`src/rtl/fifo_ptr_ctrl.sv`:
```
// Pointer, occupancy and watermark controller for a single-clock FIFO with
// external storage of exactly Depth entries (Depth need not be a power of two).
module fifo_ptr_ctrl #(
    parameter int Depth    = 5,
    parameter int WmThresh = 4,
    localparam int PtrWidth = (Depth > 1) ? $clog2(Depth) : 1,
    localparam int CntWidth = $clog2(Depth + 1)
) (
    input  logic                clk_i,
    input  logic                rst_ni,
    input  logic                clr_i,
    input  logic                wvalid_i,
    output logic                wready_o,
    output logic                rvalid_o,
    input  logic                rready_i,
    output logic                wr_en_o,
    output logic [PtrWidth-1:0] wr_addr_o,
    output logic [PtrWidth-1:0] rd_addr_o,
    output logic                rd_pop_o,
    output logic                full_o,
    output logic                empty_o,
    output logic [CntWidth-1:0] depth_o,
    output logic                wm_o,
    output logic                err_o
);

    // One extra bit so the pointer-derived occupancy can exceed Depth when corrupted.
    localparam int OccWidth = CntWidth + 1;

    logic [PtrWidth-1:0] wptr_r, rptr_r, wptr_nxt_s, rptr_nxt_s;
    logic [PtrWidth-1:0] wptr_inc_s, rptr_inc_s;
    logic                wphase_r, rphase_r, wphase_nxt_s, rphase_nxt_s;
    logic                wwrap_s, rwrap_s;
    logic [CntWidth-1:0] depth_r, depth_nxt_s;
    logic                wm_r, wm_nxt_s;
    logic                err_r, err_nxt_s;
    logic                full_s, empty_s, wr_en_s, rd_pop_s;
    logic [OccWidth-1:0] occ_s;

    if (Depth < 1 || Depth > 65535) begin : g_bad_depth
        $error("fifo_ptr_ctrl: Depth must be in 1..65535");
    end
    if (WmThresh < 1 || WmThresh > Depth) begin : g_bad_wm
        $error("fifo_ptr_ctrl: WmThresh must be in 1..Depth");
    end

    // With a single entry the pointers never move; only the phase bits toggle.
    if (Depth == 1) begin : g_single
        assign wwrap_s    = 1'b1;
        assign rwrap_s    = 1'b1;
        assign wptr_inc_s = '0;
        assign rptr_inc_s = '0;
    end else begin : g_multi
        assign wwrap_s    = (wptr_r == PtrWidth'(Depth - 1));
        assign rwrap_s    = (rptr_r == PtrWidth'(Depth - 1));
        assign wptr_inc_s = wwrap_s ? '0 : (wptr_r + PtrWidth'(1));
        assign rptr_inc_s = rwrap_s ? '0 : (rptr_r + PtrWidth'(1));
    end

    assign empty_s  = (wptr_r == rptr_r) && (wphase_r == rphase_r);
    assign full_s   = (wptr_r == rptr_r) && (wphase_r != rphase_r);
    assign wr_en_s  = wvalid_i & ~full_s & ~clr_i;
    assign rd_pop_s = rready_i & ~empty_s & ~clr_i;

    // Occupancy implied by pointers and phases, used only for the consistency check.
    always_comb begin
        occ_s = '0;
        if (wphase_r == rphase_r) begin
            occ_s = OccWidth'(wptr_r) - OccWidth'(rptr_r);
        end else begin
            occ_s = OccWidth'(Depth) + OccWidth'(wptr_r) - OccWidth'(rptr_r);
        end
    end

    // Next-state for pointers, phases, occupancy, watermark and sticky error.
    always_comb begin
        wptr_nxt_s   = wptr_r;
        rptr_nxt_s   = rptr_r;
        wphase_nxt_s = wphase_r;
        rphase_nxt_s = rphase_r;
        depth_nxt_s  = depth_r;
        err_nxt_s    = err_r | (occ_s != {1'b0, depth_r})
                             | ({1'b0, depth_r} > OccWidth'(Depth));
        if (clr_i) begin
            wptr_nxt_s   = '0;
            rptr_nxt_s   = '0;
            wphase_nxt_s = 1'b0;
            rphase_nxt_s = 1'b0;
            depth_nxt_s  = '0;
        end else begin
            if (wr_en_s) begin
                wptr_nxt_s   = wptr_inc_s;
                wphase_nxt_s = wphase_r ^ wwrap_s;
            end else begin
                wptr_nxt_s   = wptr_r;
                wphase_nxt_s = wphase_r;
            end
            if (rd_pop_s) begin
                rptr_nxt_s   = rptr_inc_s;
                rphase_nxt_s = rphase_r ^ rwrap_s;
            end else begin
                rptr_nxt_s   = rptr_r;
                rphase_nxt_s = rphase_r;
            end
            case ({wr_en_s, rd_pop_s})
                2'b10:   depth_nxt_s = depth_r + CntWidth'(1);
                2'b01:   depth_nxt_s = depth_r - CntWidth'(1);
                default: depth_nxt_s = depth_r;
            endcase
        end
        wm_nxt_s = (depth_nxt_s >= CntWidth'(WmThresh));
    end

    // State register; reset wins over flush and handshakes.
    always_ff @(posedge clk_i) begin
        if (!rst_ni) begin
            wptr_r   <= '0;
            rptr_r   <= '0;
            wphase_r <= 1'b0;
            rphase_r <= 1'b0;
            depth_r  <= '0;
            wm_r     <= 1'b0;
            err_r    <= 1'b0;
        end else begin
            wptr_r   <= wptr_nxt_s;
            rptr_r   <= rptr_nxt_s;
            wphase_r <= wphase_nxt_s;
            rphase_r <= rphase_nxt_s;
            depth_r  <= depth_nxt_s;
            wm_r     <= wm_nxt_s;
            err_r    <= err_nxt_s;
        end
    end

    assign wready_o  = ~full_s;
    assign rvalid_o  = ~empty_s;
    assign full_o    = full_s;
    assign empty_o   = empty_s;
    assign wr_en_o   = wr_en_s;
    assign rd_pop_o  = rd_pop_s;
    assign wr_addr_o = wptr_r;
    assign rd_addr_o = rptr_r;
    assign depth_o   = depth_r;
    assign wm_o      = wm_r;
    assign err_o     = err_r;

endmodule
```
`config.mk`:
```
export PLATFORM = sky130hd
export DESIGN_NAME = fifo_ptr_ctrl
export DESIGN_NICKNAME = d
export VERILOG_FILES = /design/src/rtl/fifo_ptr_ctrl.sv
export SDC_FILE = /design/constraint.sdc
export NUM_CORES = 1
export LEC_CHECK = 0
export ABC_AREA = 1
export BUFFER_PORTS_ARGS = -buffer_cell sky130_fd_sc_hd__buf_2
export CAP_MARGIN = 20
export CORE_MARGIN = 2
export CORE_UTILIZATION = 30
export DETAILED_ROUTE_END_ITERATION = 10
export SLEW_MARGIN = 40
export SYNTH_ARGS = -nofsm -noshare
export SYNTH_HDL_FRONTEND = slang
export SYNTH_SLANG_ARGS = --single-unit
```
`constraint.sdc`:
```
create_clock -name clk_i -period 2.3 [get_ports clk_i]
set_input_delay 0.115 -clock clk_i [delete_from_list [all_inputs] [get_ports clk_i]]
set_output_delay 0.115 -clock clk_i [all_outputs]
set_load 0.02 [all_outputs]
```
# Yosys cells after proc, flatten, opt, wreduce, memory -nomap -nowiden
# Index checks and enable logic that the tools add are counted.
totals:
  regBits: 13
  input_bits: 5
  out_inout_bits: 17
classes:
  addsub: 7
  order_cmp: 2
  eq_ne: 8
  muxes: 5
  n_bitwise: 12
  reduce_logical: 3
ops:
  columns: ["cell", "n"]
  rows:
  - ["$add A3 B1 Y3 const B", 3]
  - ["$mux W3", 3]
  - ["$eq A3 B3 Y1 const B", 2]
  - ["$pmux W3 S2", 1]
  - ["$add A3 B3 Y4 const A", 1]
  - ["$and A1 B1 Y1", 4]
  - ["$mux W4", 1]
  - ["$ne A4 B3 Y1", 1]
  - ["$not A1 Y1", 4]
  - ["$sub A3 B3 Y4", 1]
  - ["$sub A4 B3 Y4", 1]
  - ["$eq A3 B3 Y1", 1]
  - ["$ge A3 B3 Y1 const B", 1]
  - ["$gt A3 B3 Y1 const B", 1]
  - ["$sub A3 B1 Y3 const B", 1]
  - ["$eq A2 B1 Y1 const B", 1]
  - ["$eq A2 B2 Y1 const B", 1]
  - ["$logic_and A1 B1 Y1", 2]
  - ["$or A1 B1 Y1", 2]
  - ["$reduce_or A2 Y1", 1]
  - ["$xor A1 B1 Y1", 2]
  - ["$eq A1 B1 Y1", 1]
  - ["$ne A1 B1 Y1", 1]

# Depth between registers and ports, before layout
# Gate-level depths: netlist of the first run.
depth:
  ltp_word: 9
  depth_mapped: 14
  ltp_nobuf: 14

# Least setup slack after synthesis of the first run
# Ideal clock, no wire load.
synth_timing:
  path_kind: "register to register"
  start: "register wptr_r[2], in the netlist wr_addr_o[2]"
  end: "register depth_r[2], in the netlist depth_o[2]"
  setup_ps: 70
  t_arrival_ps: 2473
  setup_slack_ps: -243
  path_stages_with_launch: 14
  synth_period_minus_slack_ps: 2543
  cell_sequence: "dfxtp_1 > inv_1 > ha_1 > nand2_2 > nor2_8 > nand2_4 > nand3_4 > inv_4 > ha_1 > fa_1 > a21oi_1 > o21a_1 > o21ai_0 > a21oi_1"
synth_between:
  elab_chain_len: 8
  word_cells_on_any_way: 13
  classes_between: "eq/ne (3); mux (2); bitwise (6); reduce/logical (2)"
synth_rtl:
  columns: ["element", "line_no", "text"]
  rows:
  - ["start, declared", "30", "logic [PtrWidth-1:0] wptr_r, rptr_r, wptr_nxt_s, rptr_nxt_s;"]
  - ["start signal, assigned", "125", "wptr_r <= wptr_nxt_s;"]
  - ["$eq A3 B3 Y1 *", "60", "assign empty_s = (wptr_r == rptr_r) && (wphase_r == rphase_r);"]
  - ["$logic_and A1 B1 Y1 *", "60", null]
  - ["$not A1 Y1 *", null, null]
  - ["named net rvalid_o", "14", "output logic rvalid_o,"]
  - ["$and A1 B1 Y1 * (2 in a row)", "63", "assign rd_pop_s = rready_i & ~empty_s & ~clr_i;"]
  - ["named net rd_pop_o", "19", "output logic rd_pop_o,"]
  - ["$eq A2 B1 Y1 or $eq A2 B2 Y1 (tied branches)", "105", "case ({wr_en_s, rd_pop_s})"]
  - ["$pmux W3 S2 *", "105", null]
  - ["$mux W3 *", "84", "if (clr_i) begin"]
  - ["end signal, assigned", "129", "depth_r <= depth_nxt_s;"]
  - ["end, declared", "34", "logic [CntWidth-1:0] depth_r, depth_nxt_s;"]
# Mark *: on every way through the listed nets, which the timed path passes. The rest lies on a longest branch.
# A chain may end at the register's enable or synchronous reset.

# Worst setup path after layout of the first run
layout_timing:
  start: "register wptr_r[0], in the netlist wr_addr_o[0]"
  end: "register depth_r[2], in the netlist depth_o[2]"
layout_between:
  elab_chain_len: 8
  word_cells_on_any_way: 13
  classes_between: "eq/ne (3); mux (2); bitwise (6); reduce/logical (2)"
layout_rtl:
  columns: ["element", "line_no"]
  rows:
  - ["$eq A3 B3 Y1 *", "60, 61"]
  - ["$logic_and A1 B1 Y1, on equally long branches", "60, 61"]
  - ["$not A1 Y1, on equally long branches", "63, 62"]
  - ["$and A1 B1 Y1, on equally long branches (2 in a row)", "63, 62"]
  - ["$eq A2 B1 Y1 or $eq A2 B2 Y1 (tied branches)", "105"]
  - ["$pmux W3 S2 *", "105"]
  - ["$mux W3 *", "84"]
# Mark *: on every way between the ends. The rest lies on a longest branch, timed or not.

==> impl_metrics.yaml, run 1 <==
status:
  outcome: "complete, no violations"
power_and_ir_drop:
  power_w: 0.000459
  total_leakage_power_nw: 0.697
  power.density_nw_per_um2: 337
  vdd_drop_max_uv: 290
global_routing:
  gr-usage-all-layers_pct: 12.5
  grt_antenna_before_repair: 0
  grt_max_degree: 11
  via_count_of_the_first_global_routing_pass: 914
  grt_first_pass_wirelength_um: 3970
  grt_remaining_overflow: 0
timing:
  final_count_of_pins_violating_max_slew: 0
  min_period_ns: 2.17
  finalClockSkew_ns: 0.00531
  fmax_mhz: 462
  finalHoldViolations: 0
  totalNegativeSetupSlack_ns: 0
  setup_viol: 0
  slew_headroom_pct: 53.8
  worstMarginPinSlew_ns: 0.691
  fin_crit_sh_pct: 94.1
setup_path:
  worst-r2r-setup-slack_ns: 0.13
  worst_r2r_startpoint: "wr_addr_o[0]$_SDFFE_PP0P_"
  critPathRequiredTime_ns: 2.51
  critPathKind: "flip-flop to flip-flop"
  worst_path_max_delay_cell: "dfxtp_4"
  regToRegEndpoint: "depth_o[2]$_SDFF_PN0_"
  crit_path_end_kind: "flip-flop"
  path_delay_family: "adder cells"
  critPathLaunchType: "flip-flop"
  timing.critical_path.cells: "inv_2 -> ha_4 -> inv_2 -> nor2_8 -> nand2_4 -> nand3_4 -> inv_4 -> ha_4 -> fa_2 -> a21oi_2 -> o21a_1 -> o21ai_1 -> a21oi_1"
  path_max_fanout: 5
  rr_worst_depth: 13
  worstSetupStartpoint: "wr_addr_o[0]$_SDFFE_PP0P_"
  crit_cells: 13
  cp_num_buf_inv: 3
  crit_end: "depth_o[2]$_SDFF_PN0_"
  critical_path.max_stage_delay_ns: 0.38
  cp_data_arrival_time_ns: 2.37
clocking:
  clock_tree.root_cell: "clkbuf_4"
  cts_buffer_depth: 2
  clkSinkCount: 12
  cts.hold.buffers_added: 0
  cts_inserted_buffers: 3
  clock_tree.htree_level_count: 1
  clock_latency_on_the_worst_skew_pair_ns: 0.27
  clk_transition_reported_paths_ns: 0.08
  tritoncts: "done"
final_layout:
  layout.cells.most_common: "nand2_1"
  most_used_cells_in_the_layout_excluding_fill_and_tap_cells: "nand2_1, buf_2, inv_1"
  final_layout_size_suffix_gt1_share_pct: 38.2
  fin_nets: 194
  area_growth_synth_to_finish_pct: 32.0
  insertedDiodeCount: 0
routing:
  viasPerCell: 4.43
  first_pass_iters: 4
  dr_total_vias: 971
  wl_per_cell_um: 10.5
  drt.antenna.violating_nets: 0
  first_iter_violations: 19
  routed_wirelength_um: 2300
  drc_errors: 0
die:
  height_of_the_die_um: 62.6
  start_util_pct: 31.1
  io-pin-count: 22
  core_um2: 3310
  core.rowCount: 21
  dieArea_um2: 3920
  die_w_um: 62.6
logic_synthesis:
  syn-mean-instance-area_um2: 7.42
  synth-seq-area-share_pct: 23.3
  synth_cells: 139
  yosysWarningCount: 0
  number_of_unique_standard_cell_types_used_by_synthesis: 24
  synth-edff-count: 0
  syn-cell-area_um2: 1030
  mappedNetlistNets: 159
  synth_async_sr_flop_share_pct: 0
  synthFlopType: "dfxtp_1"
  ys_ff_latch: 12
placed_design:
  io_buffer_count: 21
  place.gp.congestion: 0.817
  detailedPlacementHpwl_um: 1920
flow_run:
  timing.max_cap.violations: 0
hold_path:
  holdCritPathClass: "input pin to flip-flop"
## cells in the mapped netlist, types with 2 or more instances
cell	count	area, um^2
inv_1	23	86.3
dfxtp_1	12	240
xnor2_1	2	17.5
nand2_2	4	25.0
inv_2	3	11.3
fa_1	3	60.1
nand3_4	2	35.0
inv_4	2	12.5
a21oi_1	8	40.0
nand3_1	4	20.0
nor2_1	15	56.3
nand2_4	5	56.3
o21ai_1	2	10.0
o21ai_0	7	35.0
nand2_1	27	101
ha_1	12	150
## stage by stage
step	instances	hold WS [ns]	utilization (%)	setup slack, ns	cell area (um^2)
floorplan	139	0.247	-	0.0212	1090
finish	219	0.0762	41.1	0.135	1360
global placement	208	0.369	38.2	0.0815	1270
global route	219	0.0852	41.1	-0.00931	1360
detailed placement	208	0.365	38.2	-0.00770	1270
CTS	212	0.0737	39.2	0.0196	1300
## tightest hold or removal path, delay by kind of cell
kind	cells	cell delay (ns)
buffers and inverters	2	0.15
AOI/OAI and AO/OA	1	0.04
## power breakdown
| group | internal [W] | total [W] | switching, W |
|---|---|---|---|
| Sequential | 0.000211 | 0.000217 | 0.00000578 |
| Combinational | 0.0000452 | 0.000107 | 0.0000619 |
| Clock | 0.0000628 | 0.000135 | 0.0000724 |
| Total | 0.000319 | 0.000459 | 0.000140 |
## layout make-up
type	count	area, um^2
fill	368	1950
inverter	28	110
multi-input combinational	98	734
clock inverter	1	3.75
tap	46	57.6
timing repair buffer	31	180
sequential	12	253
clock buffer	3	22.5
## cells by family (layout without fill, tap and decap cells)
logic type,count (synthesis),count (layout),synth area share (%)
simple gates,60,60,31.9
fa+ha+maj,15,15,20.4
buf+inv,29,63,11.4
xor+xnor,2,2,1.70
flops,12,12,23.3
compound gates,21,21,11.3
## state kept, by name, summed over array words and instances (netlist names)
name / cells
depth_o: 3
wphase_r: 1
rphase_r: 1
wr_addr_o: 3
err_o: 1
rd_addr_o: 3
## repair_timing
item	CTS	global route
setup endpoints to repair	1	1
resized for setup	2	3
pin swaps	0	6
setup buffers	0	7
## metal layers
| metal | vias up | global-route usage, % | wire, um |
|---|---|---|---|
| met5 | - | 0 | 0 |
| met4 | 0 | 4.17 | 16 |
| met3 | 2 | 1.98 | 60 |
| met2 | 13 | 20.6 | 1170 |
| met1 | 450 | 16.6 | 1050 |
| li1 | 506 | - | - |
## worst min path at each step
| stage | start | end | slack, ns | cells after the start |
|---|---|---|---|---|
| 2_1_floorplan | rst_ni | err_o$_SDFF_PN0_ | 0.25 | 2 |
| 3_3_place_gp | rst_ni | err_o$_SDFF_PN0_ | 0.37 | 3 |
| 3_5_place_dp | rst_ni | err_o$_SDFF_PN0_ | 0.36 | 3 |
| 4_1_cts | rst_ni | err_o$_SDFF_PN0_ | 0.07 | 3 |
| 5_1_grt | rst_ni | err_o$_SDFF_PN0_ | 0.09 | 3 |
| 6_report | rst_ni | err_o$_SDFF_PN0_ | 0.08 | 3 |
(Power assumes the default switching activity.)
==> inputs of run 2 (changes only) <==
==> constraint.sdc (replaced) <==
create_clock -name clk_i -period 2.3 [get_ports clk_i]
set_input_delay 0.46 -clock clk_i [delete_from_list [all_inputs] [get_ports clk_i]]
set_output_delay 0.46 -clock clk_i [all_outputs]
set_load 0.02 [all_outputs]
==> run 2 against run 1 <==
Setup slack lost 0.0055 ns. Critical path depth stayed put. Via count shrank 3.4%. Cell count shrank 1.4%. Clock power about the same. Flip-flop and latch count unchanged. Worst hold slack improved by 0.37 ns.
==> impl_metrics.yaml, run 2 (synthesis gave the netlist of run 1 again) <==
status:
  outcome: "complete, no violations"
clocking:
  clock_tree.htree_level_count: 1
  clock_tree.root_cell: "clkbuf_4"
  cts.hold.buffers_added: 0
  tritoncts: "done"
  clkSinkCount: 12
  cts_buffer_depth: 2
  cts_inserted_buffers: 3
  clk_transition_reported_paths_ns: 0.08
  clock_latency_on_the_worst_skew_pair_ns: 0.27
timing:
  fmax_mhz: 461
  finalHoldViolations: 0
  timing.final.ws_setup_ns: 0.129
  slew_headroom_pct: 84.1
  min_period_ns: 2.17
  finalClockSkew_ns: 0.00843
  worstMarginPinSlew_ns: 0.239
  fin_crit_sh_pct: 94.4
  totalNegativeSetupSlack_ns: 0
  final_count_of_pins_violating_max_slew: 0
  grt_setup_unrepaired: "false"
  setup_viol: 0
setup_path:
  worst_r2r_startpoint: "wr_addr_o[2]$_SDFFE_PP0P_"
  crit_path_end_kind: "flip-flop"
  critPathKind: "flip-flop to flip-flop"
  rr_worst_depth: 13
  path_max_fanout: 5
  timing.critical_path.cells: "inv_2 -> ha_4 -> nand2_4 -> nor2_8 -> nand2_4 -> nand3_4 -> inv_4 -> ha_2 -> fa_2 -> a21oi_2 -> o21a_1 -> o21ai_0 -> a21oi_1"
  critical_path.max_stage_delay_ns: 0.38
  worst_path_max_delay_cell: "dfxtp_4"
  cp_num_buf_inv: 2
  cp_data_arrival_time_ns: 2.37
  critPathRequiredTime_ns: 2.50
  path_delay_family: "adder cells"
  critPathLaunchType: "flip-flop"
  worst-r2r-setup-slack_ns: 0.13
  regToRegEndpoint: "depth_o[2]$_SDFF_PN0_"
  crit_path_frequent_cell: "nand2_4"
routing:
  first_iter_violations: 8
  dr_total_vias: 938
  drc_errors: 0
  routed_wirelength_um: 2180
  drt.antenna.violating_nets: 0
  first_pass_iters: 4
  wl_per_cell_um: 10.1
  viasPerCell: 4.34
final_layout:
  layout.cells.most_common: "nand2_1"
  most_used_cells_in_the_layout_excluding_fill_and_tap_cells: "nand2_1, buf_2, inv_1"
  final_layout_size_suffix_gt1_share_pct: 37.1
  nFillCells: 362
  area_growth_synth_to_finish_pct: 28.9
  fin_nets: 191
  insertedDiodeCount: 0
placed_design:
  pre_cts_ws_ns: 0.0464
  io_buffer_count: 21
  place.gp.congestion: 0.819
  detailedPlacementHpwl_um: 1870
global_routing:
  gr-usage-all-layers_pct: 12.0
  grt_first_pass_wirelength_um: 3750
  grt_remaining_overflow: 0
  grt_max_degree: 11
  grt_antenna_before_repair: 0
  via_count_of_the_first_global_routing_pass: 864
power_and_ir_drop:
  power.density_nw_per_um2: 338
  netSwitchingFraction_pct: 30.1
  power_w: 0.000450
  switching_power_w: 0.000135
  power.internal_w: 0.000314
  clock_power_share_pct: 29.4
  p_seq_share_pct: 48.2
  vdd_drop_max_uv: 271
  total_leakage_power_nw: 0.680
  comb_power_share_pct: 22.4
die:
  dieArea_um2: 3920
  core_um2: 3310
  core.rowCount: 21
  die_w_um: 62.6
  height_of_the_die_um: 62.6
  io-pin-count: 22
  start_util_pct: 31.1
hold_path:
  holdCritPathClass: "input pin to flip-flop"
  holdPathEnd: "err_o$_SDFF_PN0_"
  holdPathStages: 3
  worstHoldStart: "rst_ni"
flow_run:
  timing.max_cap.violations: 0
[run 2: changes by cell type in the layout (fill, tap and decap cells not counted)]
| cell | previous run | this run |
|---|---|---|
| buf_4 | 10 | 7 |
| ha_2 | 0 | 1 |
| ha_4 | 4 | 3 |
| o21ai_0 | 6 | 7 |
| o21ai_1 | 3 | 2 |
[run 2: worst max path at each step]
| stage | startpoint | to | slack [ns] | depth (start not counted) |
|---|---|---|---|---|
| 2_1_floorplan | wr_addr_o[2]$_SDFFE_PP0P_ | depth_o[2]$_SDFF_PN0_ | 0.02 | 13 |
| 3_3_place_gp | wr_addr_o[2]$_SDFFE_PP0P_ | depth_o[2]$_SDFF_PN0_ | 0.12 | 13 |
| 3_5_place_dp | wr_addr_o[2]$_SDFFE_PP0P_ | depth_o[2]$_SDFF_PN0_ | 0.05 | 13 |
| 4_1_cts | wr_addr_o[2]$_SDFFE_PP0P_ | depth_o[2]$_SDFF_PN0_ | 0.02 | 13 |
| 5_1_grt | wr_addr_o[0]$_SDFFE_PP0P_ | depth_o[2]$_SDFF_PN0_ | 0.007 | 13 |
| 6_report | wr_addr_o[2]$_SDFFE_PP0P_ | depth_o[2]$_SDFF_PN0_ | 0.13 | 13 |
[run 2: worst register-to-register path, stage by stage, from the launching register on]
cell,delay (ns)
dfxtp_4,0.38
inv_2,0.05
ha_4,0.30
nand2_4,0.08
nor2_8,0.11
nand2_4,0.07
nand3_4,0.08
inv_4,0.03
ha_2,0.19
fa_2,0.38
a21oi_2,0.13
o21a_1,0.14
o21ai_0,0.07
a21oi_1,0.11
[run 2: per-layer routing]
layer | up-vias | part of all wire (%) | global-route usage, % | wire length (um)
li1 | 493 | - | - | -
met1 | 432 | 47 | 15.3 | 1030
met2 | 11 | 49 | 19.8 | 1070
met3 | 2 | 2.5 | 1.80 | 54
met4 | 0 | 1.1 | 5.83 | 23
met5 | - | 0 | 0 | 0
[run 2: power by group through the flow]
stage / clock [W] / combinational, W / sequential [W]
final: 0.000132 / 0.000101 / 0.000217
after global routing: 0.000153 / 0.000113 / 0.000218
after CTS: 0.000141 / 0.0000995 / 0.000217
after detailed placement: 0 / 0.0000990 / 0.000222
after global placement: 0 / 0.0000982 / 0.000222
after floorplan: 0 / 0.0000629 / 0.000229
[run 2: cell type report]
class / count / area [um^2] / share of cell area (%)
inverter: 28 / 110 / 8.29
timing repair buffer: 28 / 158 / 11.9
tap: 46 / 57.6 / 4.33
clock buffer: 3 / 22.5 / 1.69
sequential: 12 / 253 / 19.0
multi-input combinational: 98 / 724 / 54.5
clock inverter: 1 / 3.75 / 0.282
[run 2: timing repair]
item                       CTS  global route
resized for setup            0             3
setup endpoints to repair    0             1
buffers inserted             0             3
[run 2: through the flow]
step                      utilization, %  area [um^2]  std cells  hold slack (ns)
after CTS                           39.3         1300        213            0.433
final                               40.1         1330        216            0.441
after detailed placement            38.5         1270        209            0.508
after floorplan                        -         1090        139            0.519
after global routing                40.1         1330        216            0.450
after global placement              38.5         1270        209            0.495
==> inputs of run 3 (changes only) <==
--- a/config.mk
+++ b/config.mk
@@ -11,6 +11,7 @@
 export CORE_MARGIN = 2
 export CORE_UTILIZATION = 30
 export DETAILED_ROUTE_END_ITERATION = 10
+export SETUP_SLACK_MARGIN = 0.2
 export SLEW_MARGIN = 40
 export SYNTH_ARGS = -nofsm -noshare
 export SYNTH_HDL_FRONTEND = slang
==> constraint.sdc (replaced) <==
create_clock -name clk_i -period 2.1 [get_ports clk_i]
set_input_delay 0.42 -clock clk_i [delete_from_list [all_inputs] [get_ports clk_i]]
set_output_delay 0.42 -clock clk_i [all_outputs]
set_load 0.02 [all_outputs]
==> run 3 against run 2 <==
Flip-flop and latch count did not move. Highest routed layer unchanged. Routed wire length rose by 17%. Total power up 27%. Count of clock-buffer cells in the layout increased by 1. First-iteration DRC count rose by 38%. Combinational power grew 46%. Clock power increased by 40%. Largest power group unchanged.
==> impl_metrics.yaml, run 3 (synthesis gave the netlist of run 1 again) <==
die:
  height_of_the_die_um: 62.6
  io-pin-count: 22
  core_um2: 3310
  die_w_um: 62.6
  core.rowCount: 21
  dieArea_um2: 3920
  start_util_pct: 31.1
clocking:
  clock_tree.htree_level_count: 1
  clock_tree.root_cell: "clkbuf_4"
  cts_inserted_buffers: 3
  clkSinkCount: 12
  cts_buffer_depth: 2
  cts.hold.buffers_added: 0
  clock_latency_on_the_worst_skew_pair_ns: 0.27
  clk_transition_reported_paths_ns: 0.09
  tritoncts: "done"
setup_path:
  cp_data_arrival_time_ns: 2.22
  regToRegEndpoint: "depth_o[2]$_SDFF_PN0_"
  critPathLaunchType: "flip-flop"
  crit_path_end_kind: "flip-flop"
  critPathKind: "flip-flop to flip-flop"
  worst-r2r-setup-slack_ns: 0.09
  critPathRequiredTime_ns: 2.31
  worst_r2r_startpoint: "wr_addr_o[1]$_SDFFE_PP0P_"
  rr_worst_depth: 13
  timing.critical_path.cells: "inv_4 -> ha_4 -> nand2_4 -> nor2_8 -> nand2_4 -> nand3_4 -> inv_6 -> ha_4 -> fa_2 -> a21oi_2 -> o21a_1 -> o21ai_1 -> a21oi_1"
  worst_path_max_delay_cell: "dfxtp_4"
  path_max_fanout: 3
  critical_path.max_stage_delay_ns: 0.36
routing:
  first_iter_violations: 11
  wl_per_cell_um: 10.9
  routed_wirelength_um: 2560
  dr_total_vias: 1002
  drt.antenna.violating_nets: 0
  first_pass_iters: 4
  drc_errors: 0
  viasPerCell: 4.28
timing:
  grt_setup_unrepaired: "true"
  final_count_of_pins_violating_max_slew: 0
  finalClockSkew_ns: 0.0118
  fin_crit_sh_pct: 95.8
  timing.final.ws_setup_ns: 0.0884
  hold_slack_ns: 0.395
  min_period_ns: 2.01
  finalHoldViolations: 0
  slew_headroom_pct: 83.9
  worstMarginPinSlew_ns: 0.242
  fmax_mhz: 497
  setup_viol: 0
final_layout:
  area_of_the_multi_input_gates_um2: 746
  fin_nets: 209
  regArea_um2: 255
  layout.cells.most_common: "nand2_1"
  most_used_cells_in_the_layout_excluding_fill_and_tap_cells: "nand2_1, buf_4, inv_1"
  final_layout_size_suffix_gt1_share_pct: 47.9
  insertedDiodeCount: 0
  nFillCells: 341
  area_growth_synth_to_finish_pct: 50.5
hold_path:
  holdCritPathClass: "input pin to flip-flop"
  holdPathStages: 3
  holdPathEnd: "err_o$_SDFF_PN0_"
  worstHoldStart: "rst_ni"
placed_design:
  detailedPlacementHpwl_um: 2080
  pre_cts_ws_ns: 0.0137
  io_buffer_count: 21
  place.gp.congestion: 0.816
status:
  outcome: "complete, no violations"
global_routing:
  grt_max_degree: 11
  grt_antenna_before_repair: 0
  gr-usage-all-layers_pct: 13.7
  grt_first_pass_wirelength_um: 4220
  via_count_of_the_first_global_routing_pass: 1010
  grt_remaining_overflow: 0
flow_run:
  timing.max_cap.violations: 0
power_and_ir_drop:
  total_leakage_power_nw: 0.783
  power.density_nw_per_um2: 367
  vdd_drop_max_uv: 207
[run 3: cell count changes in the layout (fill, tap and decap cells not counted), sizes merged]
| cell | change |
|---|---|
| clkbuf | +1 |
| clkinv | -1 |
| buf | +18 |
[run 3: worst max path at each step]
stage | depth (start not counted) | start | slack (ns) | end
after floorplan | 13 | wr_addr_o[2]$_SDFFE_PP0P_ | -0.13 | depth_o[2]$_SDFF_PN0_
after global placement | 13 | wr_addr_o[1]$_SDFFE_PP0P_ | 0.06 | depth_o[2]$_SDFF_PN0_
after detailed placement | 13 | wr_addr_o[2]$_SDFFE_PP0P_ | 0.01 | depth_o[2]$_SDFF_PN0_
after CTS | 13 | wr_addr_o[1]$_SDFFE_PP0P_ | 0.07 | depth_o[2]$_SDFF_PN0_
after global routing | 13 | wr_addr_o[1]$_SDFFE_PP0P_ | -0.04 | depth_o[2]$_SDFF_PN0_
final | 13 | wr_addr_o[1]$_SDFFE_PP0P_ | 0.09 | depth_o[2]$_SDFF_PN0_
[run 3: area by class of cell]
cell class                 count  area share [%]
sequential                    12            16.5
clock buffer                   4            2.34
multi-input combinational     98            48.1
timing repair buffer          46            21.2
tap                           46            3.71
inverter                      28            8.23
[run 3: through the flow]
stage,setup TNS (ns),util [%],instances,area [um^2],total power (W)
after floorplan,-0.165,-,139,1100,0.000322
final,0,46.9,234,1550,0.000569
after CTS,0,44.5,229,1470,0.000557
after global routing,-0.0415,46.9,234,1550,0.000607
after detailed placement,0,41.2,219,1370,0.000361
after global placement,0,41.2,219,1370,0.000359
[run 3: metal layers]
layer	part of all wire (%)	routed length (um)	track usage, %
met1	41	1060	14.5
met3	2.1	54	2.34
met5	0	0	0
met4	1.3	33	5.00
met2	55	1410	26.7
[run 3: power by group]
part	leakage, nW	switching, W	internal [W]
Sequential	0.101	0.00000606	0.000231
Combinational	0.661	0.0000775	0.0000696
Clock	0.0210	0.0000797	0.000105
Total	0.783	0.000163	0.000406
[run 3: timing repair]
action | in CTS | in global routing
setup buffers | 6 | 5
pin swaps | 13 | 1
setup endpoints to repair | 5 | 7
resized for setup | 15 | 14
[run 3: critical path, delay by kind of cell (launching register included)]
family          cells  cell delay, ns
flops               1            0.36
compound gates      4            0.44
buf+inv             2            0.08
fa+ha+maj           3            0.77
simple gates        4            0.33
